[config.mk]
export PLATFORM = sky130hd
export DESIGN_NAME = frame_writer
export DESIGN_NICKNAME = d
export VERILOG_FILES = /design/src/rtl/frame_writer.sv
export SDC_FILE = /design/constraint.sdc
export NUM_CORES = 1
export LEC_CHECK = 0
export ABC_AREA = 1
export BUFFER_PORTS_ARGS = -buffer_cell sky130_fd_sc_hd__clkbuf_2
export CAP_MARGIN = 20
export CORE_MARGIN = 1.5
export CORE_UTILIZATION = 53
export CTS_BUF_LIST = sky130_fd_sc_hd__clkbuf_8
export CTS_CLUSTER_DIAMETER = 50
export DETAILED_ROUTE_END_ITERATION = 10
export PLACE_DENSITY = 0.78
export SLEW_MARGIN = 20
export SYNTH_ARGS = -nofsm -noshare
export SYNTH_HDL_FRONTEND = slang
export SYNTH_SLANG_ARGS = --single-unit
[constraint.sdc]
create_clock -name clk -period 1.8 [get_ports clk]
set_input_delay 0.18 -clock clk [delete_from_list [all_inputs] [get_ports clk]]
set_output_delay 0.18 -clock clk [all_outputs]
set_load 0.05 [all_outputs]
[src/rtl/frame_writer.sv]
// rtl/frame_writer.sv - packs a stream of 8-bit pixels into 16-bit words for the frame memory
// First pixel of each pair goes to [7:0], second to [15:8]; words are written sequentially from base_addr.
module frame_writer #(
  parameter int IMG_W = 128,
  parameter int IMG_H = 128,
  parameter int AW    = 14,
  parameter int WORDS = IMG_W * IMG_H / 2
) (
  input  logic          clk,
  input  logic          rst,
  input  logic          start,
  input  logic          abort,
  input  logic [AW-1:0] base_addr,
  input  logic [7:0]    pix_data,
  input  logic          pix_valid,
  output logic          pix_ready,
  input  logic          mem_busy,
  output logic          mem_we,
  output logic [AW-1:0] mem_addr,
  output logic [15:0]   mem_data,
  output logic          busy,
  output logic          frame_done
);

  typedef enum logic [2:0] {IDLE, LO, HI, WR, DONE} state_t;

  localparam logic [AW-1:0] LAST_IDX = AW'(WORDS - 1);

  state_t        state_q, state_d;
  logic [AW-1:0] base_q, base_d;
  logic [AW-1:0] idx_q, idx_d;
  logic [AW-1:0] addr_q, addr_d;
  logic [15:0]   data_q, data_d;
  logic [7:0]    lo_q, lo_d;
  logic          abort_flag_q, abort_flag_d;
  logic          xfer;

  assign pix_ready  = (state_q == LO) || (state_q == HI);
  assign mem_we     = (state_q == WR) && !mem_busy;
  assign busy       = (state_q != IDLE);
  assign frame_done = (state_q == DONE);
  assign mem_addr   = addr_q;
  assign mem_data   = data_q;
  assign xfer       = pix_valid && pix_ready;

  always_ff @(posedge clk or posedge rst) begin
    if (rst) begin
      state_q      <= IDLE;
      base_q       <= '0;
      idx_q        <= '0;
      addr_q       <= '0;
      data_q       <= '0;
      lo_q         <= '0;
      abort_flag_q <= 1'b0;
    end else begin
      state_q      <= state_d;
      base_q       <= base_d;
      idx_q        <= idx_d;
      addr_q       <= addr_d;
      data_q       <= data_d;
      lo_q         <= lo_d;
      abort_flag_q <= abort_flag_d;
    end
  end

  always_comb begin
    state_d      = state_q;
    base_d       = base_q;
    idx_d        = idx_q;
    addr_d       = addr_q;
    data_d       = data_q;
    lo_d         = lo_q;
    abort_flag_d = abort_flag_q;
    case (state_q)
      IDLE: begin
        if (start) begin
          base_d       = base_addr;
          idx_d        = '0;
          abort_flag_d = 1'b0;
          state_d      = LO;
        end
      end
      LO: begin
        if (abort) begin
          state_d = IDLE;
        end else if (xfer) begin
          lo_d    = pix_data;
          state_d = HI;
        end
      end
      HI: begin
        // An abort here still flushes the half-filled word, high byte zeroed.
        if (abort) begin
          data_d       = {8'h00, lo_q};
          addr_d       = base_q + idx_q;
          abort_flag_d = 1'b1;
          state_d      = WR;
        end else if (xfer) begin
          data_d  = {pix_data, lo_q};
          addr_d  = base_q + idx_q;
          state_d = WR;
        end
      end
      WR: begin
        if (mem_we) begin
          if (abort_flag_q || abort) begin
            abort_flag_d = 1'b0;
            state_d      = IDLE;
          end else if (idx_q == LAST_IDX) begin
            state_d = DONE;
          end else begin
            idx_d   = idx_q + AW'(1);
            state_d = LO;
          end
        end
      end
      DONE: begin
        state_d = IDLE;
      end
      default: begin
        state_d = IDLE;
      end
    endcase
  end

endmodule
# Word level (Yosys, flattened, before mapping)
# Cells that the tools add are included.
# totals
ff_bits,70
in_bits,28
word_cells,62
# classes
n_addsub,2
eq_ne,13
muxes,23
bitwise_logic,1
reduce_logical,16
# ops
cell,n
14-bit 2-to-1 mux,6
16-bit 2-to-1 mux,2
14-bit case mux with 2 select lines,1
3-bit 2-to-1 mux,8
"14-bit by 1-bit adder with 14-bit output, second input constant",1
14-bit adder,1
"14-bit by 13-bit == test with 1-bit output, second input constant",1
3-bit case mux with 4 select lines,1
"2-bit != test, second input constant",5
5-bit AND reduction,2
"3-bit by 2-bit == test with 1-bit output, second input constant",2
"3-bit != test, second input constant",2
3-bit nonzero test,2
1-bit 2-to-1 mux,4
2-bit AND reduction,2
4-bit AND reduction,1
2-bit nonzero test,2
"3-bit by 1-bit == test with 1-bit output, second input constant",1
"3-bit == test, second input constant",1
3-bit logical NOT,1
1-bit case mux with 3 select lines,1
3-bit AND reduction,1
1-bit logical AND,2
1-bit logical OR,2
other kinds (3),3

# Longest topological paths before layout
# depth
depth_word,6
mapped_depth,11
mapped_depth_nobuf,11

# Least setup slack after synthesis
# No wires, ideal clock.
# synth_path
path_kind,reg2out
from,register state_q[2]
to,output port mem_we
arrival_ns,1.574
setup_slack_ns,0.046
path_stages_with_launch,7
path_cell_list,dfrtp_1 inv_2 nand2_1 inv_2 nand2_1 clkbuf_1 nor2_1
# synth_between
elab_chain_cells,2
# synth_lines
element,line_no,source
from (decl),29,"state_t state_q, state_d;"
from (signal assigned),56,state_q <= state_d;
3-bit by 2-bit == test with 1-bit output,39,assign mem_we = (state_q == WR) && !mem_busy;
1-bit logical AND,39,
to (decl),18,"output logic mem_we,"
# Every way passes these cells.

# Final worst setup path
# layout_path
from,register idx_q[0]
to,"register addr_q[6], in the netlist mem_addr[6]"
# layout_between
elab_chain_cells,3
# layout_lines
element,line_no,source
from (decl),31,"logic [AW-1:0] idx_q, idx_d;"
from (signal assigned),58,idx_q <= idx_d;
14-bit adder (*),"95, 100",
14-bit 2-to-1 mux,98,end else if (xfer) begin
14-bit 2-to-1 mux (*),93,if (abort) begin
to (signal assigned),59,addr_q <= addr_d;
to (decl),32,"logic [AW-1:0] addr_q, addr_d;"
# Every way passes the cells marked *; elsewhere a longest branch is shown, timed or not. The select of a mux whose other input is x is not followed.
# A chain may end at the register's enable or synchronous reset.

==> impl_metrics.json <==
{
  "min_from": "base_addr[4]",
  "fin_ws_ps": 92.1,
  "drtIter0Drc": 155,
  "die_h_um": 89.1,
  "ys_seq_elements": 70,
  "synth_largest_area_cell": "dfrtp_1",
  "setup_viol": 0,
  "portBuffers": 61,
  "place.gp.congestion": 0.844,
  "tightestPinTransition_ps": 548,
  "synth.distinct_cells": 32,
  "post-route-min-period_ps": 1710,
  "synth.most_common_cell": "nand2_1",
  "antenna_found_initial": 0,
  "skew_ps": 11.1,
  "synth_edf_count": 0,
  "vias": 3373,
  "hpwl_mm": 6.31,
  "fillers": 624,
  "synthArstFlopShare_pct": 100,
  "syn_avg_cell_area_um2": 7.96,
  "totalWireLength_mm": 8.36,
  "die_x_um": 89.1,
  "min_path_type": "in2reg",
  "ys_seq_area_share_pct": 44.6,
  "max_freq_mhz": 586,
  "drtPass1Iterations": 7,
  "status": "finished, final reports clean",
  "cts_tree": "built",
  "crit_start": "idx_q[0]$_DFFE_PP0P_",
  "synth_common_cells": "nand2_1 (160), dfrtp_1 (70), inv_1 (63), nand3_1 (31), nor2_1 (31)",
  "initial_core_util_pct": 54.5,
  "clk_latency_ps": 360,
  "grt_pass1_wl_mm": 13.6,
  "crit_arrival_ps": 2000,
  "pre_cts_ws_ps": -23.9,
  "num_antenna_cells": 0,
  "finalMaxSlewViolations": 0,
  "startpoint_type": "register",
  "syn_area_um2": 3930,
  "area_delta_synth_final_pct": 19.3,
  "ir_drop_mv": 0.744,
  "wl_per_cell_um": 12.4,
  "core_um2": 7210,
  "slowest_stage": "dfrtp_1",
  "ios": 62,
  "endpoint_kind": "register",
  "synth_ff_type": "dfrtp_1",
  "drv_cap": 0,
  "root_buffer": "clkbuf_8",
  "grt_max_degree": 49,
  "register_area_um2": 1750,
  "clk_pin_slew_ps": 80,
  "drc": 0,
  "drive_above_1_share_pct": 24.2,
  "reg2reg_from": "idx_q[0]$_DFFE_PP0P_",
  "cts_sinks": 70,
  "post_dp_cell_area_um2": 4400,
  "synth_top_area_share_pct": 44.6,
  "synthTopCellsByArea": "dfrtp_1 (45%), nand2_1 (15%), inv_1 (6.0%)",
  "design_area_um2": 4690,
  "p_leak_nw": 2.47,
  "ctsHtreeMaxLevel": 3,
  "path_class": "reg2reg",
  "clock_path_buffers": 2,
  "rsz0062_at_grt": "yes",
  "path_cells": "ha_2, inv_1, fa_2, nor2_2, nor2_2, o21ai_1, xor2_1, nand2_1, nand2_1",
  "yosysWarnings": 0,
  "antenna_left": 0,
  "synthCells": 494,
  "finalCritPeriodShare_pct": 94.9,
  "power_density_nw_per_um2": 1580,
  "worstPathMaxFanout": 4,
  "viasPerCell": 5.01,
  "grt-ovfl-total": 0,
  "hold_viol": 0,
  "path_delay_family": "adder cells",
  "grt_usage_pct": 22.5,
  "multi_input_area_um2": 1900,
  "dieArea_um2": 7940,
  "grt_pass1_vias": 3054,
  "nets": 612,
  "numCtsBuffers": 9,
  "path_buf_inv": 1,
  "slew_headroom_pct": 63.4,
  "synthesis.nets": 537,
  "required_ps": 2100,
  "max_stage_delay_ps": 400,
  "num_rows": 31
}
==> layout make-up <==
type / instances / area share, %
timing repair buffer: 74 / 9.23
inverter: 66 / 5.36
clock buffer: 9 / 2.64
multi-input combinational: 348 / 40.6
clock inverter: 7 / 2.19
tap: 99 / 2.64
sequential: 70 / 37.4
==> power by group <==
part | leakage, nW | internal [mW] | switching [mW] | total [mW]
Sequential | 0.895 | 2.14 | 0.339 | 2.48
Clock | 0.111 | 0.796 | 0.649 | 1.44
Combinational | 1.47 | 1.05 | 2.44 | 3.49
==> routing by layer <==
layer  vias up  part of all wire, %  GRT usage, %
li1       1719                    -             -
met1      1569                   47          30.4
met2        65                   47          35.2
met3        20                  3.1          3.79
met4         0                  2.5          10.9
met5         -                    0             0
==> metrics by stage <==
step	setup TNS, ps	instances	utilization [%]	hold WS [ps]	power [mW]
2_1_floorplan	0	494	-	327	5.13
3_3_place_gp	0	654	61.0	233	5.84
3_5_place_dp	-23.9	654	61.0	232	5.94
4_1_cts	0	671	64.3	40.7	7.40
5_1_grt	-56.6	673	65.0	50.7	7.92
6_report	0	673	65.0	51.4	7.41
==> worst register-to-register path: stages, from the launching register on <==
cell	delay [ps]
dfrtp_1	400
ha_2	210
inv_1	50
fa_2	340
nor2_2	120
nor2_2	70
o21ai_1	170
xor2_1	160
nand2_1	60
nand2_1	50
==> layout by cell type (no fill, tap or decap), types with 2 or more instances in the layout <==
| master | n |
|---|---|
| nand3b_1 | 3 |
| nand3_1 | 30 |
| mux2_2 | 13 |
| inv_2 | 3 |
| clkbuf_8 | 9 |
| inv_6 | 3 |
| clkinvlp_4 | 2 |
| nor3_4 | 2 |
| buf_4 | 10 |
| o21ai_1 | 8 |
| inv_1 | 62 |
| nand2_1 | 160 |
| o21ai_2 | 9 |
| a21oi_1 | 17 |
| o21ai_0 | 23 |
| nor2_1 | 29 |
| xnor2_1 | 4 |
| clkbuf_2 | 60 |
| ha_1 | 10 |
| xor2_1 | 5 |
| dfrtp_1 | 70 |
| nor3_1 | 5 |
| ha_2 | 4 |
| nand3_2 | 5 |
| nand2_2 | 3 |
| nor2_2 | 3 |
| buf_12 | 2 |
| bufinv_16 | 2 |
| nand4_1 | 5 |
| or2_2 | 2 |
==> state kept, by name, summed over array words and instances (netlist names) <==
register      cells
abort_flag_q      1
mem_data         16
base_q           14
mem_addr         14
lo_q              8
idx_q            14
state_q           3
==> kinds of logic after synthesis <==
family | share of synthesized area (%)
XOR/XNOR | 2.00
flip-flops | 44.6
buffers and inverters | 7.86
adder cells (fa/ha/maj) | 4.97
AO/OA/AOI/OAI | 8.72
multiplexers | 3.72
AND/OR/NAND/NOR | 28.2
==> what timing repair did <==
item                                   4_1_cts  5_1_grt
buffers inserted                             0        2
pin swaps                                    0        5
setup endpoints to repair                    1       20
endpoints found under the hold margin       22        0
resized for setup                            1       11
hold buffers                                 1        0
gates cloned                                 0        0
==> path summary, 6_finish.rpt <==
kind	slack, ps	to	cells past startpoint
hold / removal	50	base_q[4]$_DFFE_PP0P_	2
setup / recovery	90	mem_addr[6]$_DFFE_PP0P_	9
hold reg to reg	470	mem_data[3]$_DFFE_PP0P_	2
setup reg to reg	90	mem_addr[6]$_DFFE_PP0P_	9
max in group asynchronous	820	idx_q[4]$_DFFE_PP0P_	4
min in group asynchronous	390	mem_addr[12]$_DFFE_PP0P_	3
(Power assumes the default switching activity.)
